[src/rtl/tftp_tx_encode.sv]
// TFTP transmit packet builder: serialises DATA, ACK and ERROR packets as a byte
// stream with a valid/ready handshake, passing DATA payload straight through.
module tftp_tx_encode #(
    parameter int MAX_PAYLOAD = 512,
    parameter int LEN_W       = 10
) (
    input  logic             clk,
    input  logic             reset,
    input  logic             start,
    input  logic [1:0]       pkt_type,
    input  logic [15:0]      field,
    input  logic [LEN_W-1:0] payload_len,
    input  logic [7:0]       pl_data,
    input  logic             pl_valid,
    output logic             pl_ready,
    output logic [7:0]       tx_data,
    output logic             tx_valid,
    input  logic             tx_ready,
    output logic             tx_last,
    output logic             busy,
    output logic             done
);

    typedef enum logic [2:0] {
        IDLE,
        OP_HI,
        OP_LO,
        F_HI,
        F_LO,
        PAYLOAD,
        TERM
    } state_t;

    localparam logic [1:0]       T_DATA  = 2'd0;
    localparam logic [1:0]       T_ACK   = 2'd1;
    localparam logic [1:0]       T_ERR   = 2'd2;
    localparam logic [1:0]       T_RSV   = 2'd3;
    localparam logic [LEN_W-1:0] MAX_LEN = LEN_W'(MAX_PAYLOAD);

    state_t           state;
    logic [1:0]       typ;
    logic [15:0]      fld;
    logic [LEN_W-1:0] remaining;
    logic [7:0]       data_r;
    logic             hdr_valid;
    logic             hdr_last;

    logic in_payload;
    logic beat;
    logic final_pl;

    assign in_payload = (state == PAYLOAD);
    assign beat       = tx_valid && tx_ready;
    assign final_pl   = (remaining == LEN_W'(1));

    // Header/terminator bytes come from registers; payload bytes bypass them so
    // the source sees the sink's ready with no added latency.
    assign tx_data  = in_payload ? pl_data : data_r;
    assign tx_valid = in_payload ? pl_valid : hdr_valid;
    assign tx_last  = in_payload ? (pl_valid && final_pl) : hdr_last;
    assign pl_ready = in_payload && tx_ready;

    // NOTE: every register below is assigned with <= so all of them update
    // together on the edge and no read sees a half-updated state.
    always_ff @(posedge clk) begin
        if (reset) begin
            state     <= IDLE;
            typ       <= T_DATA;
            fld       <= '0;
            remaining <= '0;
            data_r    <= '0;
            hdr_valid <= 1'b0;
            hdr_last  <= 1'b0;
            busy      <= 1'b0;
            done      <= 1'b0;
        end else begin
            done <= 1'b0;
            case (state)
                IDLE: begin
                    if (start && pkt_type != T_RSV) begin
                        typ       <= pkt_type;
                        fld       <= field;
                        remaining <= (payload_len > MAX_LEN) ? MAX_LEN : payload_len;
                        data_r    <= 8'h00;
                        hdr_valid <= 1'b1;
                        hdr_last  <= 1'b0;
                        busy      <= 1'b1;
                        state     <= OP_HI;
                    end
                end

                OP_HI: begin
                    if (beat) begin
                        data_r <= 8'(typ) + 8'd3;
                        state  <= OP_LO;
                    end
                end

                OP_LO: begin
                    if (beat) begin
                        data_r <= fld[15:8];
                        state  <= F_HI;
                    end
                end

                F_HI: begin
                    if (beat) begin
                        data_r   <= fld[7:0];
                        hdr_last <= (typ == T_ACK) ||
                                    (typ == T_DATA && remaining == '0);
                        state    <= F_LO;
                    end
                end

                F_LO: begin
                    if (beat) begin
                        if (typ == T_ERR) begin
                            data_r   <= 8'h00;
                            hdr_last <= 1'b1;
                            state    <= TERM;
                        end else if (typ == T_DATA && remaining != '0) begin
                            hdr_valid <= 1'b0;
                            hdr_last  <= 1'b0;
                            state     <= PAYLOAD;
                        end else begin
                            data_r    <= 8'h00;
                            hdr_valid <= 1'b0;
                            hdr_last  <= 1'b0;
                            busy      <= 1'b0;
                            done      <= 1'b1;
                            state     <= IDLE;
                        end
                    end
                end

                PAYLOAD: begin
                    if (beat) begin
                        remaining <= remaining - LEN_W'(1);
                        if (final_pl) begin
                            data_r <= 8'h00;
                            busy   <= 1'b0;
                            done   <= 1'b1;
                            state  <= IDLE;
                        end
                    end
                end

                TERM: begin
                    if (beat) begin
                        data_r    <= 8'h00;
                        hdr_valid <= 1'b0;
                        hdr_last  <= 1'b0;
                        busy      <= 1'b0;
                        done      <= 1'b1;
                        state     <= IDLE;
                    end
                end

                default: state <= IDLE;
            endcase
        end
    end

endmodule

[config.mk]
export PLATFORM = sky130hd
export DESIGN_NAME = tftp_tx_encode
export DESIGN_NICKNAME = d
export VERILOG_FILES = /design/src/rtl/tftp_tx_encode.sv
export SDC_FILE = /design/constraint.sdc
export NUM_CORES = 1
export LEC_CHECK = 0
export BUFFER_PORTS_ARGS = -buffer_cell sky130_fd_sc_hd__buf_2
export CAP_MARGIN = 20
export CELL_PAD_IN_SITES_DETAIL_PLACEMENT = 2
export CELL_PAD_IN_SITES_GLOBAL_PLACEMENT = 2
export CORE_MARGIN = 2
export CORE_UTILIZATION = 32
export CTS_BUF_LIST = sky130_fd_sc_hd__clkbuf_8
export DETAILED_ROUTE_END_ITERATION = 16
export PLACE_DENSITY_LB_ADDON = 0.1
export SKIP_LAST_GASP = 1
export SYNTH_ARGS = -nofsm -noshare
export SYNTH_HDL_FRONTEND = slang
export SYNTH_SLANG_ARGS = --single-unit
[constraint.sdc]
create_clock -name clk -period 1.8 [get_ports clk]
set_input_delay 0 -clock clk [delete_from_list [all_inputs] [get_ports clk]]
set_output_delay 0 -clock clk [all_outputs]
set_load 0.02 [all_outputs]
# Word level (Yosys, flattened, before mapping)
# Cells that the tools add are included.
# W data, S select, Z words.
[word_totals]
regBits = 43
[classes]
n_addsub = 2
order_cmp = 1
n_eq_ne = 21
muxes = 52
reduce_logical = 23
[ops]
columns = ["op", "count"]
rows = [
  ["$mux W8", 11],
  ["$pmux W8 S7", 1],
  ["$mux W10", 3],
  ["$mux W3", 10],
  ["$mux W1", 21],
  ["$pmux W3 S7", 1],
  ["$pmux W10 S2", 1],
  ["$ne A2 B2 Y1 const B", 9],
  ["$reduce_and A8 Y1", 2],
  ["$eq A10 B1 Y1 const B", 1],
  ["$gt A10 B10 Y1 const B", 1],
  ["$logic_not A10 Y1", 1],
  ["$reduce_and A10 Y1", 1],
  ["$reduce_and A5 Y1", 2],
  ["$reduce_bool A10 Y1", 1],
  ["$sub A10 B1 Y10 const B", 1],
  ["$eq A3 B3 Y1 const B", 3],
  ["$pmux W1 S4", 2],
  ["$reduce_bool A4 Y1", 2],
  ["$reduce_bool A7 Y1", 1],
  ["$eq A3 B2 Y1 const B", 2],
  ["$logic_and A1 B1 Y1", 6],
  ["$pmux W1 S3", 2],
  ["$ne A2 B1 Y1 const B", 2],
  ["12 further kinds", 12],
]

# Longest topological paths before layout
# Gate-level depths: netlist of the first run.
[logic_depth]
word_depth = 6
ltp_mapped = 7

# Least setup slack after synthesis of the first run
# Ideal clock, no wire load.
[synth_timing]
kind = "register to register"
startpoint = "register remaining[2]"
endpoint = "register busy"
setup_time_ps = 124
arrival_ps = 1433
t_required_ps = 1676
slack_ps = 243
stages_incl_launch_ff = 6
path_buffers = 0
synth_period_minus_slack_ps = 1557
path_cell_list = "dfxtp_1 > nor4_4 > nand4_1 > a221o_1 > a31oi_1 > o22ai_1"
[synth_via]
elab_chain_len = 4
word_cells_on_any_way = 6
cone_classes = "3 x eq/ne; 3 x reduce/logical"
[synth_lines]
columns = ["element", "line_no", "source"]
rows = [
  ["start, declared", "43", "logic [LEN_W-1:0] remaining;"],
  ["start signal, assigned", "83", "remaining <= (payload_len > MAX_LEN) ? MAX_LEN : payload_len;"],
  ["start signal, assigned", "138", "remaining <= remaining - LEN_W'(1);"],
  ["$reduce_bool A10 Y1", "121", "end else if (typ == T_DATA && remaining != '0) begin"],
  ["$logic_and A1 B1 Y1", "121", ""],
  ["$ne A2 B2 Y1 (no source line)", "--", ""],
  ["$reduce_and A8 Y1 (no source line) *", "--", ""],
  ["end signal, assigned", "129", "busy <= 1'b0;"],
  ["end signal, assigned", "141", "busy <= 1'b0;"],
  ["end signal, assigned", "153", "busy <= 1'b0;"],
  ["end, declared", "20", "output logic busy,"],
]
# Mark *: on every way between the ends. The rest lies on a longest branch, timed or not.
# A chain may end at the register's enable or synchronous reset.

# Final worst setup path of the first run
[layout_timing]
startpoint = "register state[1]"
endpoint = "register data_r[5]"
[layout_via]
elab_chain_len = 5
word_cells_on_any_way = 21
cone_classes = "15 x eq/ne; 2 x mux; 4 x reduce/logical"
[layout_lines]
columns = ["element", "line_no", "source"]
rows = [
  ["start, declared", "40", "state_t state;"],
  ["start signal, assigned", "67", "state <= IDLE;"],
  ["start signal, assigned", "88", "state <= OP_HI;"],
  ["start signal, assigned", "95", "state <= OP_LO;"],
  ["$eq A3 B3 Y1", "52, 78", ""],
  ["$mux W1", "59", "assign tx_valid = in_payload ? pl_valid : hdr_valid;"],
  ["$logic_and A1 B1 Y1", "53", "assign beat = tx_valid && tx_ready;"],
  ["$ne A2 B2 Y1 (no source line) or $ne A2 B1 Y1 (tied branches)", "--", ""],
  ["$reduce_and A10 Y1 (no source line)", "--", ""],
  ["end signal, assigned", "94", "data_r <= 8'(typ) + 8'd3;"],
  ["end signal, assigned", "101", "data_r <= fld[15:8];"],
  ["end signal, assigned", "108", "data_r <= fld[7:0];"],
  ["end, declared", "44", "logic [7:0] data_r;"],
]
# Parallel ways exist; a longest one is shown, timed or not.

==> impl_metrics.csv, run 1 <==
group,metric,value,unit
detailed_routing,ant_nets,0,
sta,setup_viol,0,
global_routing,grt_pass1_wl,14700,µm
power,p_int,2.37,mW
sta,rsz0062_at_grt,"yes",
die,start_util,0.325,
sta,fmax,569,MHz
power,clockPowerShare,0.157,
detailed_routing,route.detailed.drc,0,
die,die_w,91.9,µm
layout,antennaDiodeCount,0,
synthesis,synth-edff-count,0,
global_routing,grt_usage,0.221,
setup_path,cp-start-kind,"flop",
sta,skew,9.47,ps
layout,drive_gt1_frac,0.270,
placed_design,detailed_place_hpwl,6400,µm
synthesis,yosys_warnings,0,
setup_path,worst-path-max-fanout,8,
clocking,numCtsBuffers,5,
detailed_routing,vias_per_cell,5.18,
synthesis,ys_async_sr_fraction,0,
job,drv_cap,0,
die,rows,32,
synthesis,synth_flop_cell,"dfxtp_1",
sta,slew_headroom,0.648,
detailed_routing,avgRoutedWirePerCell,17.5,µm
clocking,cts_tree,"done",
worst_hold_path,hold_path.class,"in -> reg",
die,core-area,0.00761,mm²
synthesis,netlist_instances,321,
synthesis,synth_top_area_cell,"dfxtp_1",
placed_design,port_buffers,53,
layout,nNetsFinal,454,
power,ir_drop,0.339,mV
sta,hold_viol_final,0,
die,num_io_pins,54,
detailed_routing,vias,2640,
detailed_routing,totalWireLength,8930,µm
sta,timing.hold.ws,10.1,ps
layout,syn2layout_area_growth,33.9,%
sta,period_share,0.976,
clocking,cts_root_buffer,"clkbuf_8",
synthesis,synth-seq-cells,43,
clocking,path_clk_slew,100,ps
clocking,cts_buffer_depth,2,
global_routing,grt_overflow,0,
sta,tns,0,ps
power,switching_power,1.86,mW
sta,tightest_slew,528,ps
sta,period_minus_slack,1760,ps
detailed_routing,drt_iter0_drc,99,
placed_design,gp_congestion,0.793,
die,die_area,0.00844,mm²
detailed_routing,drt_first_pass_iters,4,
synthesis,synth_fp_nets,368,
synthesis,synth_cell_types,54,
die,floorplan.die.height,91.9,µm
synthesis,avgSynthCellArea,7.70,µm²
status,status,"completed",
synthesis,synth_top_area_frac,0.348,
global_routing,antenna_found_initial,0,
sta,drv_slew,0,
power,power.share.sequential,0.301,
power,p_sw_frac,0.441,
setup_path,cp.arrival,1950,ps
clocking,htreeDepth,2,
setup_path,worstPathRequired,1990,ps
power,share_comb_of_total_power,0.542,
synthesis,synthTopCellsByArea,"dfxtp_1 35%, nand2_1 13%, a21oi_1 6.3%",
setup_path,path_class,"reg -> reg",
setup_path,crit_path_end_kind,"flop",
synthesis,synth.cell_area,0.00247,mm²
power,power_leakage,1.41,nW
clocking,clk-insertion-delay-late,310,ps
global_routing,grt_max_degree,25,
clocking,clkSinkCount,43,
global_routing,first_global_vias,2814,
synthesis,synth-seq-area-share,0.348,
power,powerDensity,1280,mW/mm²
layout,utilization,0.435,
-- cells in the mapped netlist (5+ instances only) --
master	instances
a21oi_1	31
a31oi_1	8
buf_2	7
clkbuf_1	8
dfxtp_1	43
ha_1	6
inv_1	7
mux2_2	5
mux2i_1	11
nand2_1	87
nand2b_1	11
nand3_1	9
nor2_1	20
o21ai_1	8
-- cell type report --
class / count / area [µm²]
multi-input cells: 254 / 1550
clock inverters: 3 / 25.0
fillers: 898 / 4300
well taps: 102 / 128
flip-flops and latches: 43 / 867
repair buffers: 95 / 639
clock buffers: 5 / 68.8
inverters: 8 / 30.0
-- worst max-delay path, stage by stage, from the launching register on --
cell and delay [ps]:
dfxtp_2 360, buf_6 120, or3_4 370, mux2i_4 220, a21oi_4 210, nand3_4 200, mux2i_1 170
-- stage by stage --
step | std cells | total power, mW | cell area, µm² | setup WS (ps)
2_1_floorplan | 321 | 2.63 | 2470 | 243
3_3_place_gp | 479 | 3.30 | 2940 | 22.6
3_5_place_dp | 479 | 3.36 | 2940 | -91.0
4_1_cts | 506 | 4.14 | 3250 | -17.8
5_1_grt | 510 | 4.55 | 3310 | -27.9
6_report | 510 | 4.23 | 3310 | 43.7
-- routing by layer --
layer	wire (µm)	global-route usage
met1	4210	0.286
met2	4470	0.390
met3	174	0.0320
met4	79	0.0448
met5	0	0
-- power groups by stage --
stage | Clock [mW] | Combinational [mW] | Sequential [mW]
5_1_grt | 0.732 | 2.52 | 1.30
4_1_cts | 0.678 | 2.20 | 1.26
3_3_place_gp | 0 | 2.03 | 1.27
6_report | 0.665 | 2.29 | 1.27
2_1_floorplan | 0 | 1.37 | 1.26
3_5_place_dp | 0 | 2.08 | 1.28
-- worst paths after layout --
path                  startpoint      endpoint  slack, ps  cells after the start
setup / recovery        state[1]     data_r[5]         40                      6
hold / removal    payload_len[8]  remaining[8]         10                      3
setup reg to reg        state[1]     data_r[5]         40                      6
hold reg to reg           fld[4]        fld[4]        460                      2
-- layout by cell type (no fill, tap or decap), types with 3 or more instances in the layout --
cell type	Yosys	layout
dfxtp_1	43	38
mux2_2	5	5
a31oi_1	8	8
buf_6	0	3
o21ai_0	3	3
and2_1	3	3
nand3_1	9	9
nand2b_1	11	11
a22o_1	4	4
dfxtp_2	0	5
nor2_2	0	3
nor3_1	4	4
buf_4	0	20
o21ai_1	8	8
dlygate4sd3_1	0	19
ha_1	6	6
a21oi_1	31	31
clkbuf_8	0	5
mux2i_1	11	10
nor2_1	20	17
inv_1	7	7
nand2_1	87	87
a21o_1	4	4
buf_2	7	53
-- registers in the layout, indices dropped and copies added, names as in the netlist --
name,cells
busy,1
data_r,8
done,1
fld,16
hdr_last,1
hdr_valid,1
remaining,10
state,3
typ,2
-- cell families (layout without fill, tap and decap cells) --
family,after synthesis,count (layout),synth area share
AND/OR/NAND/NOR,154,154,0.305
AO/OA/AOI/OAI,77,77,0.205
buffers and inverters,24,111,0.0400
XOR/XNOR,1,1,0.00354
adder cells (fa/ha/maj),6,6,0.0304
flip-flops,43,43,0.348
multiplexers,16,16,0.0673
-- repair_timing --
item / CTS / global route
gates resized for setup: 5 / 11
hold endpoints to repair: 19 / 0
setup endpoints to repair: 26 / 41
hold buffers: 19 / 0
pin swaps: 1 / 7
setup buffers: 0 / 4
(Power assumes the default switching activity.)
==> inputs of run 2 (changes only) <==
- SETUP_SLACK_MARGIN: unset -> 0.4
==> run 2 against run 1 <==
  * The run now ends with negative setup slack left
  * Core utilization grew 11 points
  * Critical path depth shrank 1
  * Worst setup slack lost 80 ps
  * Worst hold slack gained 9.0 ps
  * Via count grew 16%
  * Final area grew 26%
  * Sequential share of layout area shrank 5.2 points
  * Power grew 38%
  * Register-to-register slack lost 80 ps
  * Clock skew is essentially flat
  * Clock-buffer cell count is the same
  * Routed wire length grew 60%
==> impl_metrics.csv, run 2 (same netlist as run 1, synthesis figures left out) <==
group,metric,value,unit
setup_path,path_class,"reg -> reg",
setup_path,worstPathCellList,"nor4_4, nand4_1, a221o_1, a31oi_1, o22ai_1",
detailed_routing,drt_iter0_drc,146,
layout,regArea,872,µm²
power,p_int,3.21,mW
setup_path,cp.arrival,2040,ps
clocking,path_clk_slew,90,ps
worst_hold_path,min_path_cells,3,
global_routing,grt.met3_usage,0.0296,
power,switching_power,2.63,mW
sta,setup_viol,1,
sta,worst_slack,-36.0,ps
power,ir_drop,0.487,mV
sta,drv_slew,0,
sta,hold_viol_final,0,
setup_path,worstPathRequired,2010,ps
global_routing,top_usage_layer,"met2",
die,num_io_pins,54,
setup_path,r2r_end,"busy",
placed_design,gp_congestion,0.770,
sta,skew,9.70,ps
layout,utilization,0.546,
die,rows,32,
clocking,numCtsBuffers,5,
power,powerDensity,1410,mW/mm²
layout,num-fill-cells,782,
status,violations,"negative setup slack",
layout,final_common_cell,"nand2_1",
power,power_leakage,1.73,nW
setup_path,cpMaxStageDelayCell,"a221o_1",
clocking,cts_root_buffer,"clkbuf_8",
global_routing,grt_use_met2,0.501,
setup_path,worst-path-max-fanout,3,
global_routing,grt_max_degree,24,
power,p_sw_frac,0.451,
die,start_util,0.325,
setup_path,r2r-start,"remaining[4]",
die,floorplan.die.height,91.9,µm
sta,period_minus_slack,1840,ps
layout,antennaDiodeCount,0,
power,clockPowerShare,0.141,
worst_hold_path,hold_path.class,"in -> reg",
setup_path,cp-startpoint,"remaining[4]",
layout,regMostFlops,"fld",
setup_path,max_stage_delay,410,ps
layout,multi_input_area,0.00189,mm²
detailed_routing,vias,3055,
detailed_routing,drt_first_pass_iters,4,
worst_hold_path,hp-start,"payload_len[8]",
status,status,"finished with violations",
layout,final_cells,540,
die,core-area,0.00761,mm²
clocking,clkSinkCount,43,
setup_path,cp-start-kind,"flop",
placed_design,detailed_place_hpwl,6350,µm
power,power.share.sequential,0.226,
global_routing,grt_pass1_wl,18500,µm
setup_path,crit_path_end_kind,"flop",
detailed_routing,totalWireLength,14200,µm
detailed_routing,ant_nets,0,
clocking,htreeDepth,2,
power,share_comb_of_total_power,0.633,
layout,largest_reg_flops,16,
detailed_routing,vias_per_cell,5.66,
sta,fmax,545,MHz
global_routing,antenna_found_initial,0,
die,die_w,91.9,µm
detailed_routing,route.detailed.drc,0,
die,die_area,0.00844,mm²
clocking,cts_tree,"done",
sta,slew_headroom,0.408,
detailed_routing,avgRoutedWirePerCell,26.4,µm
clocking,clk-insertion-delay-late,330,ps
sta,period_share,1.02,
global_routing,first_global_vias,3216,
clocking,cts_buffer_depth,2,
layout,syn2layout_area_growth,68.1,%
placed_design,placed_cells,475,
worst_hold_path,min_to,"remaining[8]",
power,fin_total_pwr,5.84,mW
placed_design,port_buffers,53,
layout,drive_gt1_frac,0.466,
layout,final_cell_mix,"61 x nand2_1, 42 x buf_2, 36 x dfxtp_1",
layout,nNetsFinal,484,
layout,reg.largest.list,"fld (16), remaining (10), data_r (8)",
setup_path,reg2reg_depth,5,
global_routing,grt_usage,0.290,
global_routing,grt_overflow,0,
job,drv_cap,0,
sta,tightest_slew,886,ps
sta,rsz0062_at_grt,"yes",
global_routing,grt_util_met1,0.363,
setup_path,rrSetupSlack,-40,ps
## run 2: cell count changes in the layout (fill, tap and decap cells not counted), sizes merged
cell / previous run / this run
clkbuf: 5 / 8
dlygate4sd3: 19 / 21
clkinvlp: 1 / 0
nor2: 20 / 21
buf: 76 / 100
bufinv: 0 / 1
## run 2: cell type report
cell class	instances	share of cell area
timing repair buffer	124	0.269
clock buffer	5	0.0166
tap	102	0.0307
multi-input combinational	255	0.455
sequential	43	0.210
clock inverter	3	0.0105
inverter	8	0.00843
## run 2: critical path, delay by kind of cell (launching register included)
kind             cells  cell delay (ps)
AO/OA/AOI/OAI        3              710
AND/OR/NAND/NOR      2              650
flip-flops           1              360
## run 2: how the worst max path moves through the flow
stage	to	cells past startpoint
finish	busy	5
global placement	busy	5
CTS	data_r[1]	5
floorplan	data_r[0]	5
detailed placement	data_r[1]	5
global route	busy	6
## run 2: what timing repair did
item,4_1_cts,5_1_grt
cloned,3,3
endpoints found under the setup margin,53,54
endpoints found under the hold margin,21,1
hold buffers,20,1
pin swaps,40,25
setup buffers,19,11
resized for setup,88,52
## run 2: power groups by stage
stage | registers, mW | clock network (mW) | logic (mW)
after floorplan | 1.26 | 0 | 1.43
after global placement | 1.29 | 0 | 1.99
after detailed placement | 1.31 | 0 | 2.04
after CTS | 1.29 | 0.810 | 2.71
after global routing | 1.34 | 0.867 | 3.85
final | 1.32 | 0.824 | 3.70
## run 2: routing by layer
layer  routed length (µm)  vias up  share of wire
met2                 7180      118           0.50
li1                     -     1353              -
met1                 5770     1533           0.40
met3                  580       51          0.041
met5                    0        -              0
met4                  719        0          0.050
## run 2: per-stage QoR
stage / TNS [ps] / area, µm² / hold WS, ps / setup slack (ps)
2_1_floorplan: 0 / 2510 / 136 / 270
3_3_place_gp: 0 / 2940 / 243 / 106
3_5_place_dp: 0 / 2940 / 248 / 30.1
4_1_cts: 0 / 3770 / -37.4 / 115
5_1_grt: -298 / 4150 / 47.0 / -83.4
6_report: -36.0 / 4150 / 19.1 / -36.0
